## config.mk

```make
export PLATFORM = sky130hd
export DESIGN_NAME = multiplier_unit
export DESIGN_NICKNAME = d
export VERILOG_FILES = /design/src/rtl/multiplier_unit.sv
export SDC_FILE = /design/constraint.sdc
export NUM_CORES = 2
export LEC_CHECK = 0
export BUFFER_PORTS_ARGS = -buffer_cell sky130_fd_sc_hd__buf_2
export CORE_MARGIN = 8
export CORE_UTILIZATION = 50
export CTS_BUF_LIST = sky130_fd_sc_hd__clkbuf_8 sky130_fd_sc_hd__clkbuf_16
export DETAILED_ROUTE_END_ITERATION = 8
export PLACE_DENSITY_LB_ADDON = 0.2
export SKIP_LAST_GASP = 1
export SYNTH_ARGS = -nofsm -noshare
export SYNTH_HDL_FRONTEND = slang
export SYNTH_SLANG_ARGS = --single-unit
```

## constraint.sdc

```tcl
create_clock -name clk -period 16.7 [get_ports clk]
set_input_delay 3.34 -clock clk [delete_from_list [all_inputs] [get_ports clk]]
set_output_delay 3.34 -clock clk [all_outputs]
set_load 0.03 [all_outputs]
```

## src/rtl/multiplier_unit.sv

```systemverilog
// Byte-serial operand entry, combinational IEEE-754 single-precision multiply and 7-seg hex display.
// Optional build macro ROUND_NEAREST_EN selects round-to-nearest-even instead of truncation.
module multiplier_unit #(
    parameter int unsigned SYNC_STAGES = 2
) (
    input  logic       clk,
    input  logic       reset,
    input  logic       enter,
    input  logic [7:0] inputdata,
    input  logic       loaddata,
    output logic       inputdata_ready,
    output logic [6:0] disp3,
    output logic [6:0] disp2,
    output logic [6:0] disp1,
    output logic [6:0] disp0
);

    localparam int unsigned OP_W   = 32;
    localparam int unsigned BYTE_W = 8;
    localparam int unsigned CNT_W  = 4;
    localparam int unsigned PAGE_W = 3;
    localparam int unsigned SEG_W  = 7;
    localparam int unsigned EXP_W  = 10;
    localparam int unsigned FRAC_W = 23;
    localparam int unsigned SIG_W  = FRAC_W + 1;
    localparam int unsigned PROD_W = 2 * SIG_W;

    localparam logic [CNT_W-1:0]  CNT_FULL  = CNT_W'(8);
    localparam logic [CNT_W-1:0]  CNT_LAST  = CNT_W'(7);
    localparam logic [PAGE_W-1:0] PAGE_LAST = PAGE_W'(5);
    localparam logic [SEG_W-1:0]  SEG_BLANK = 7'h7F;
    localparam logic [OP_W-1:0]   QNAN      = 32'h7FC0_0000;

    // ------------------------------------------------------------------
    // Input synchronizers and edge detection
    // ------------------------------------------------------------------
    logic [SYNC_STAGES-1:0] enter_sync;
    logic [SYNC_STAGES-1:0] load_sync;
    logic                   enter_prev;
    logic                   load_prev;

    always_ff @(posedge clk or negedge reset) begin
        if (!reset) begin
            enter_sync <= '0;
            load_sync  <= '0;
            enter_prev <= 1'b0;
            load_prev  <= 1'b0;
        end else begin
            enter_sync <= {enter_sync[SYNC_STAGES-2:0], enter};
            load_sync  <= {load_sync[SYNC_STAGES-2:0], loaddata};
            enter_prev <= enter_sync[SYNC_STAGES-1];
            load_prev  <= load_sync[SYNC_STAGES-1];
        end
    end

    logic enter_pulse;
    logic load_mode;
    logic load_edge;
    logic load_rise;

    assign enter_pulse = enter_sync[SYNC_STAGES-1] & ~enter_prev;
    assign load_mode   = load_sync[SYNC_STAGES-1];
    assign load_edge   = load_mode ^ load_prev;
    assign load_rise   = load_mode & ~load_prev;

    // ------------------------------------------------------------------
    // Operand capture, byte counter and display page
    // ------------------------------------------------------------------
    logic [OP_W-1:0]   op_a;
    logic [OP_W-1:0]   op_b;
    logic [CNT_W-1:0]  count;
    logic [PAGE_W-1:0] page;
    logic [4:0]        byte_base;

    // Byte 0 lands in the most significant byte of each operand.
    assign byte_base = {~count[1:0], 3'b000};

    always_ff @(posedge clk or negedge reset) begin
        if (!reset) begin
            op_a            <= '0;
            op_b            <= '0;
            count           <= '0;
            page            <= '0;
            inputdata_ready <= 1'b0;
        end else if (load_edge) begin
            // A mode change swallows any enter pulse in the same cycle.
            if (load_rise) begin
                count           <= '0;
                inputdata_ready <= 1'b0;
            end
        end else if (enter_pulse) begin
            if (load_mode) begin
                if (count < CNT_FULL) begin
                    if (count[2])
                        op_b[byte_base +: BYTE_W] <= inputdata;
                    else
                        op_a[byte_base +: BYTE_W] <= inputdata;
                    count <= count + CNT_W'(1);
                    if (count == CNT_LAST)
                        inputdata_ready <= 1'b1;
                end
            end else begin
                page <= (page == PAGE_LAST) ? '0 : page + PAGE_W'(1);
            end
        end
    end

    // ------------------------------------------------------------------
    // Single-precision multiplier
    // ------------------------------------------------------------------
    logic                     sign_r;
    logic [7:0]               exp_a;
    logic [7:0]               exp_b;
    logic [FRAC_W-1:0]        frac_a;
    logic [FRAC_W-1:0]        frac_b;
    logic                     a_zero, a_inf, a_nan;
    logic                     b_zero, b_inf, b_nan;
    logic [PROD_W-1:0]        prod;
    logic signed [EXP_W-1:0]  exp_sum;
    logic signed [EXP_W-1:0]  exp_norm;
    logic signed [EXP_W-1:0]  exp_fin;
    logic [FRAC_W-1:0]        mant_norm;
    logic [FRAC_W-1:0]        mant_fin;
    logic [OP_W-1:0]          product;

    assign sign_r = op_a[31] ^ op_b[31];
    assign exp_a  = op_a[30:23];
    assign exp_b  = op_b[30:23];
    assign frac_a = op_a[22:0];
    assign frac_b = op_b[22:0];

    // Denormals count as zero; all-ones exponent splits into inf and NaN.
    assign a_zero = (exp_a == 8'h00);
    assign b_zero = (exp_b == 8'h00);
    assign a_inf  = (exp_a == 8'hFF) && (frac_a == '0);
    assign b_inf  = (exp_b == 8'hFF) && (frac_b == '0);
    assign a_nan  = (exp_a == 8'hFF) && (frac_a != '0);
    assign b_nan  = (exp_b == 8'hFF) && (frac_b != '0);

    assign prod      = PROD_W'({1'b1, frac_a}) * PROD_W'({1'b1, frac_b});
    assign exp_sum   = $signed({2'b00, exp_a}) + $signed({2'b00, exp_b}) - 10'sd127;
    assign exp_norm  = exp_sum + $signed({9'd0, prod[PROD_W-1]});
    assign mant_norm = prod[PROD_W-1] ? prod[46:24] : prod[45:23];

`ifdef ROUND_NEAREST_EN
    logic              guard_bit;
    logic              sticky_bit;
    logic              round_up;
    logic              round_carry;
    logic [FRAC_W-1:0] mant_round;

    assign guard_bit  = prod[PROD_W-1] ? prod[23] : prod[22];
    assign sticky_bit = prod[PROD_W-1] ? (|prod[22:0]) : (|prod[21:0]);
    assign round_up   = guard_bit & (sticky_bit | mant_norm[0]);

    // A carry out of the fraction means 1.11..1 rounded to 10.0: fraction wraps to zero.
    assign {round_carry, mant_round} = {1'b0, mant_norm} + SIG_W'(round_up);
    assign mant_fin = mant_round;
    assign exp_fin  = exp_norm + $signed({9'd0, round_carry});
`else
    logic unused_trunc_bits;

    assign unused_trunc_bits = ^prod[22:0];
    assign mant_fin          = mant_norm;
    assign exp_fin           = exp_norm;
`endif

    always_comb begin
        product = {sign_r, exp_fin[7:0], mant_fin};
        if (a_nan || b_nan || (a_zero && b_inf) || (a_inf && b_zero))
            product = QNAN;
        else if (a_inf || b_inf)
            product = {sign_r, 8'hFF, 23'd0};
        else if (a_zero || b_zero)
            product = {sign_r, 31'd0};
        else if (exp_fin >= 10'sd255)
            product = {sign_r, 8'hFF, 23'd0};
        else if (exp_fin <= 10'sd0)
            product = {sign_r, 31'd0};
    end

    // ------------------------------------------------------------------
    // Seven-segment display
    // ------------------------------------------------------------------
    function automatic logic [SEG_W-1:0] hex7(input logic [3:0] nib);
        logic [SEG_W-1:0] seg;
        seg = 7'b1000000;
        case (nib)
            4'h0: seg = 7'b1000000;
            4'h1: seg = 7'b1111001;
            4'h2: seg = 7'b0100100;
            4'h3: seg = 7'b0110000;
            4'h4: seg = 7'b0011001;
            4'h5: seg = 7'b0010010;
            4'h6: seg = 7'b0000010;
            4'h7: seg = 7'b1111000;
            4'h8: seg = 7'b0000000;
            4'h9: seg = 7'b0010000;
            4'hA: seg = 7'b0001000;
            4'hB: seg = 7'b0000011;
            4'hC: seg = 7'b1000110;
            4'hD: seg = 7'b0100001;
            4'hE: seg = 7'b0000110;
            4'hF: seg = 7'b0001110;
            default: seg = 7'b1000000;
        endcase
        return seg;
    endfunction

    logic [15:0] halfword;

    always_comb begin
        halfword = op_a[31:16];
        case (page)
            3'd0:    halfword = op_a[31:16];
            3'd1:    halfword = op_a[15:0];
            3'd2:    halfword = op_b[31:16];
            3'd3:    halfword = op_b[15:0];
            3'd4:    halfword = product[31:16];
            3'd5:    halfword = product[15:0];
            default: halfword = op_a[31:16];
        endcase
    end

    always_comb begin
        disp3 = hex7(halfword[15:12]);
        disp2 = hex7(halfword[11:8]);
        disp1 = hex7(halfword[7:4]);
        disp0 = hex7(halfword[3:0]);
        if (load_mode) begin
            disp3 = hex7(count);
            disp2 = SEG_BLANK;
            disp1 = hex7(inputdata[7:4]);
            disp0 = hex7(inputdata[3:0]);
        end
    end

endmodule

```

# [Word level (Yosys, flattened, before mapping)]
# Memory sizes are Yosys's and may differ from the RTL's.
# Cells that the tools add are included.
[op_classes] addsub=6 mul=1 magnitude_cmp=3 n_eq_ne=9 shift=2 muxes=25 bitwise_logic=10 reduce_logical=26
[ops] cell="$mux W31" count=4
[ops] cell="$pmux W16 S5" count=1
[ops] cell="$bwmux W32" count=2
[ops] cell="$mul A24 B24 Y48" count=1
[ops] cell="$logic_not A23 Y1" count=2
[ops] cell="$reduce_bool A23 Y1" count=2
[ops] cell="$mux W32" count=1
[ops] cell="$shift A8 B7 Y32 const A" count=1
[ops] cell="$shiftx A8 B7 Y32" count=1
[ops] cell="$mux W7" count=4
[ops] cell="$mux W23" count=1
[ops] cell="$mux W4" count=5
[ops] cell="$eq A8 B8 Y1 const B" count=2
[ops] cell="$logic_not A8 Y1" count=2
[ops] cell="$reduce_and A5 Y1" count=3
[ops] cell="$add A10 B2 Y10" count=1
[ops] cell="$ge A10 B9 Y1 const B" count=1
[ops] cell="$le A10 B1 Y1 const B" count=1
[ops] cell="$sub A9 B7 Y10 const B" count=1
[ops] cell="$add A8 B8 Y9" count=1
[ops] cell="$reduce_bool A2 Y1" count=4
[ops] cell="$neg A5 Y7" count=1
[ops] cell="$eq A3 B2 Y1 const B" count=2
[ops] cell="$eq A3 B3 Y1 const B" count=2
[ops] cell="16 further kinds" count=36
[totals] ff_bits=78 rom_bits=784 in_bits=12 out_inout_bits=29 wordCells=98 mem_count=7
[mem_list] name="(name not given)" words=16 width=7 rd=1 rd_clocked_by_memory_dff=0 wr=0 line_no="188" text="case (nib)"
[mem_list] name="(name not given)" words=16 width=7 rd=1 rd_clocked_by_memory_dff=0 wr=0 line_no="188"
[mem_list] name="(name not given)" words=16 width=7 rd=1 rd_clocked_by_memory_dff=0 wr=0 line_no="188"
[mem_list] name="(name not given)" words=16 width=7 rd=1 rd_clocked_by_memory_dff=0 wr=0 line_no="188"
[mem_list] name="(name not given)" words=16 width=7 rd=1 rd_clocked_by_memory_dff=0 wr=0 line_no="188"
[mem_list] name="(name not given)" words=16 width=7 rd=1 rd_clocked_by_memory_dff=0 wr=0 line_no="188"
[mem_list] name="+1 memories"

# [Depth between registers and ports, before layout]
# An unclocked memory read counts as a cell.
[depth] depth_word=12 mapped_depth=47 mapped_depth_nobuf=43

# [Worst setup path after synthesis]
# OpenSTA, ideal clock, no wires.
[synth_timing] path_type="flip-flop to output port" startpoint="reg op_b[3]" endpoint="out disp2[3]" arrival_time_ns=10.657 required_time_ns=13.360 setup_slack_ns=2.703 stages_incl_launch_ff=44 path_buffers=4 path_cell_list="dfrtp_1 -> clkbuf_1 -> clkbuf_1 -> nand2_1 -> fa_1 -> inv_1 -> fa_1 -> inv_1 -> fa_1 -> inv_1 -> fa_1 -> inv_1 -> fa_1 -> inv_1 -> fa_1 -> inv_1 -> fa_1 -> inv_1 -> [8 not listed] -> buf_4 -> or2_2 -> nand2_1 -> ha_1 -> inv_1 -> fa_1 -> nor2b_1 -> o22ai_1 -> xnor2_1 -> and4_1 -> nand4_1 -> nor3b_2 -> nand2_1 -> nor2_1 -> o32ai_1 -> ha_1 -> or2_2 -> a41oi_1"
[synth_via] elab_chain_cells=11
[synth_rtl] element="start: declaration" line_no="70" text="logic [OP_W-1:0] op_b;"
[synth_rtl] element="start signal: indexed assignment" line_no="95" text="op_b[byte_base +: BYTE_W] <= inputdata;"
[synth_rtl] element="$mul A24 B24 Y48" line_no="140" text="assign prod = PROD_W'({1'b1, frac_a}) * PROD_W'({1'b1, frac_b});"
[synth_rtl] element="$add A10 B2 Y10" line_no="142" text="assign exp_norm = exp_sum + $signed({9'd0, prod[PROD_W-1]});"
[synth_rtl] element="$le A10 B1 Y1" line_no="178" text="else if (exp_fin <= 10'sd0)"
[synth_rtl] element="$mux W31" line_no="178"
[synth_rtl] element="$mux W31" line_no="176" text="else if (exp_fin >= 10'sd255)"
[synth_rtl] element="$mux W31" line_no="174" text="else if (a_zero || b_zero)"
[synth_rtl] element="$mux W31" line_no="172" text="else if (a_inf || b_inf)"
[synth_rtl] element="$mux W32 *" line_no="170" text="if (a_nan || b_nan || (a_zero && b_inf) || (a_inf && b_zero))"
[synth_rtl] element="$pmux W16 S5 *" line_no="214" text="case (page)"
[synth_rtl] element="$mem_v2 Z16 W7 *"
[synth_rtl] element="$mux W7 *" line_no="230" text="if (load_mode) begin"
[synth_rtl] element="end: declaration" line_no="13" text="output logic [6:0] disp2,"
# Every way passes the cells marked *; elsewhere a longest branch is shown, timed or not.

# [Final worst setup path]
[layout_timing] startpoint="reg op_a[7]" endpoint="out disp0[1]"
[layout_via] elab_chain_cells=11
[layout_rtl] element="start: declaration" line_no="69" text="logic [OP_W-1:0] op_a;"
[layout_rtl] element="start signal: indexed assignment" line_no="97" text="op_a[byte_base +: BYTE_W] <= inputdata;"
[layout_rtl] element="$mul A24 B24 Y48" line_no="140"
[layout_rtl] element="$add A10 B2 Y10" line_no="142"
[layout_rtl] element="$le A10 B1 Y1" line_no="178"
[layout_rtl] element="$mux W31" line_no="178"
[layout_rtl] element="$mux W31" line_no="176"
[layout_rtl] element="$mux W31" line_no="174"
[layout_rtl] element="$mux W31" line_no="172"
[layout_rtl] element="$mux W32 *" line_no="170"
[layout_rtl] element="$pmux W16 S5 *" line_no="214"
[layout_rtl] element="$mem_v2 Z16 W7 *"
[layout_rtl] element="$mux W7 *" line_no="230"
[layout_rtl] element="end: declaration" line_no="15" text="output logic [6:0] disp0"
# Marks and branches as above.

==> flow_summary_export.csv <==
group,metric,value,unit
setup_path,cp_slowest_cell,"a211oi_1",
hold_path,hold_class,"reg2reg",
setup_path,path_buf_inv,10,
timing,final_max_slew_viol_count,0,
setup_path,arrival,12.44,ns
global_route,grtUsageMet1,0.3532,
floorplanning,core-area,50170,um2
setup_path,worstSetupPathType,"reg2out",
global_route,grt_pass1_vias,22350,
synth,syn_area,25460,um2
synth,ys_seq_elements,78,
global_route,grt_use_met2,0.4476,
setup_path,crit_family,"adder cells",
timing,worst_pin_slew,1.371,ns
synth,synthFlopType,"dfrtp_1",
clocking,clock_insertion_delay_worst_skew,0.35,ns
cells_and_area,regArea,1953,um2
timing,fmax,63.39,MHz
timing,final_hold_viol_count,0,
synth,synth_nets,3736,
setup_path,critPathMaxFanout,17,
global_route,top_usage_layer,"met2",
floorplanning,num_rows,82,
synth,yosysWarnings,0,
global_route,grt_max_degree,79,
synth,synth_edf_count,0,
floorplanning,start_util,0.5075,
run,maxCapViolations,0,
drt,via_per_inst,5.759,
drt,drc,0,
synth,ys_async_sr_fraction,1.000,
timing,slew_headroom,0.08381,
clocking,numCtsBuffers,9,
clocking,cts_max_path_buffers,2,
setup_path,startpoint_type,"flip-flop",
timing,setup_viol,0,
floorplanning,fp.dieW,241.7,um
placement,gp_congestion,1.015,
global_route,met3_usage,0.03935,
drt,firstDrtPassIters,8,
clocking,clock_sinks,78,
drt,wl_per_cell,21.65,um
floorplanning,die_h,241.7,um
clocking,cts_tree,"done",
synth,syn_area_per_cell,8.457,um2
cells_and_area,drive_above_1_share,0.04834,
global_route,grt_overflow,0,
placement,portBuffers,40,
drt,routed_wl,78.62,mm
clocking,cts.clk_slew.worst_paths,0.07,ns
setup_path,worstSetupEndpointType,"output pin",
timing,fin_worst_skew,0.009660,ns
cells_and_area,syn2layout_area_growth,4.457,%
global_route,grt_pass1_wl,125.7,mm
timing,period_share,0.9446,
cells_and_area,multi_input_area,20630,um2
timing,fin_crit,15.78,ns
floorplanning,ioPinCount,41,
drt,drt_iter0_markers,1917,
floorplanning,die_area,58400,um2
drt,antenna_left,0,
clocking,post_cts_buffers,0,
cells_and_area,n_fill_cell,4692,
setup_path,cpPeakStageDelay,0.75,ns
synth,ys_types,90,
global_route,antenna_found_initial,0,
synth,synthesis.instances,3011,
outcome,outcome,"complete, no violations",
clocking,htreeDepth,3,
timing,setup_tns,0,ns
drt,vias,20910,
setup_path,cp_data_required_time,13.36,ns
clocking,clockRootBuffer,"clkbuf_16",
synth,yosysSeqAreaShare,0.07665,
cells_and_area,nets,3678,
placement,hpwlAfterDp,62.38,mm
timing,rsz0062_at_grt,"no",
global_route,grt_util_all_layers,0.2714,
## per-layer routing
| metal | up-vias | wire length, um |
|---|---|---|
| met1 | 10600 | 32120 |
| met5 | - | 0 |
| met2 | 842 | 36540 |
| met3 | 209 | 5798 |
| li1 | 9257 | - |
| met4 | 0 | 4172 |
## cell usage in the layout, fill, tap and decap left out, drive strengths merged, types with 20 or more instances in the layout
cell type  count
inv          599
nand2        482
fa           482
ha           231
and2         229
o21ai        129
nor2         122
buf           92
a21oi         89
dfrtp         78
mux2i         33
nor3          28
a21o          26
xnor2         25
nand4         22
o211ai        20
nor4          20
## registers in the layout, summed over array words and instances (netlist names), 2 cells and up
name,cells
op_a,32
load_sync,2
enter_sync,2
count,4
op_b,32
page,3
## worst register-to-register path: cells and delay by family, from the launching register on
family	cells	cell delay, ns
simple gates	4	1.18
buf+inv	2	0.87
flops	1	0.32
compound gates	1	0.60
fa+ha+maj	1	0.46
## cells by family after synthesis
kind of cell / after synthesis / synth area share
AOI/OAI and AO/OA: 404 / 0.1049
buffers and inverters: 759 / 0.1135
xor gates and xnor gates: 32 / 0.01160
and+or+nand+nor: 981 / 0.1822
muxes: 44 / 0.01872
adders and majority gates: 713 / 0.4925
DFF: 78 / 0.07665
## worst paths after layout
kind | slack, ns | depth (start not counted) | end | start
max reg2reg | 13.11 | 8 | op_a[1] | load_sync[1]
min | 0.35 | 0 | load_sync[1] | load_sync[0]
min reg2reg | 0.35 | 0 | load_sync[1] | load_sync[0]
min in group asynchronous | 3.15 | 1 | enter_sync[0] | reset
max in group asynchronous | 12.77 | 1 | op_b[8] | reset
max | 0.92 | 41 | disp0[1] | op_a[7]
## cell usage after synthesis (all sizes together), types with 4 or more instances
library cell / number / share of area
inv: 596 / 0.088
fa: 482 / 0.38
nand2: 482 / 0.071
ha: 231 / 0.11
and2: 229 / 0.056
clkbuf: 142 / 0.021
o21ai: 129 / 0.025
nor2: 122 / 0.018
a21oi: 89 / 0.017
dfrtp: 78 / 0.077
mux2i: 33 / 0.013
nor3: 28 / 0.0055
a21o: 26 / 0.0077
xnor2: 25 / 0.0089
nand4: 22 / 0.0054
nor4: 20 / 0.0052
o211ai: 20 / 0.0059
buf: 19 / 0.0044
nand3: 17 / 0.0035
a222oi: 15 / 0.0059
a31oi: 15 / 0.0037
a211oi: 13 / 0.0040
nor3b: 12 / 0.0037
o21bai: 11 / 0.0032
a221oi: 9 / 0.0031
mux2: 9 / 0.0040
nand2b: 9 / 0.0022
nor2b: 9 / 0.0022
a2111oi: 8 / 0.0035
and3: 8 / 0.0020
o21a: 8 / 0.0024
xor2: 7 / 0.0027
a21boi: 6 / 0.0018
or2: 6 / 0.0015
a221o: 5 / 0.0020
o2111ai: 5 / 0.0017
o221ai: 4 / 0.0016
o31a: 4 / 0.0014
o31ai: 4 / 0.0012
or3: 4 / 0.00098
## metrics by stage
step	cells	worst slack [ns]	hold slack (ns)	utilization	instance area, um2
after global placement	3614	1.190	0.3394	0.5236	26270
after detailed placement	3614	0.9841	0.3418	0.5236	26270
after global routing	3630	0.2987	0.3658	0.5301	26600
after floorplan	3011	2.703	0.3312	-	25460
after CTS	3630	0.5552	0.3572	0.5300	26590
final	3631	0.9245	0.3545	0.5302	26600
## area by class of cell
cell class                      count  area share
Sequential cell                    78     0.07343
Tap cell                          672     0.03161
Clock inverter                      7    0.003622
Timing Repair Buffer               92     0.02277
Inverter                          598     0.08453
Antenna cell                        1  0.00009408
Clock buffer                        9    0.008467
Multi-Input combinational cell   2174      0.7755
## repair_timing
item | in CTS | in global routing
setup endpoints to repair | 0 | 3
hold buffers | 0 | 0
hold endpoints to repair | 0 | 0
gates resized for setup | 0 | 2
Power is not shown: default switching activity piles up to over one toggle a cycle in this logic, so the estimate is an artifact.
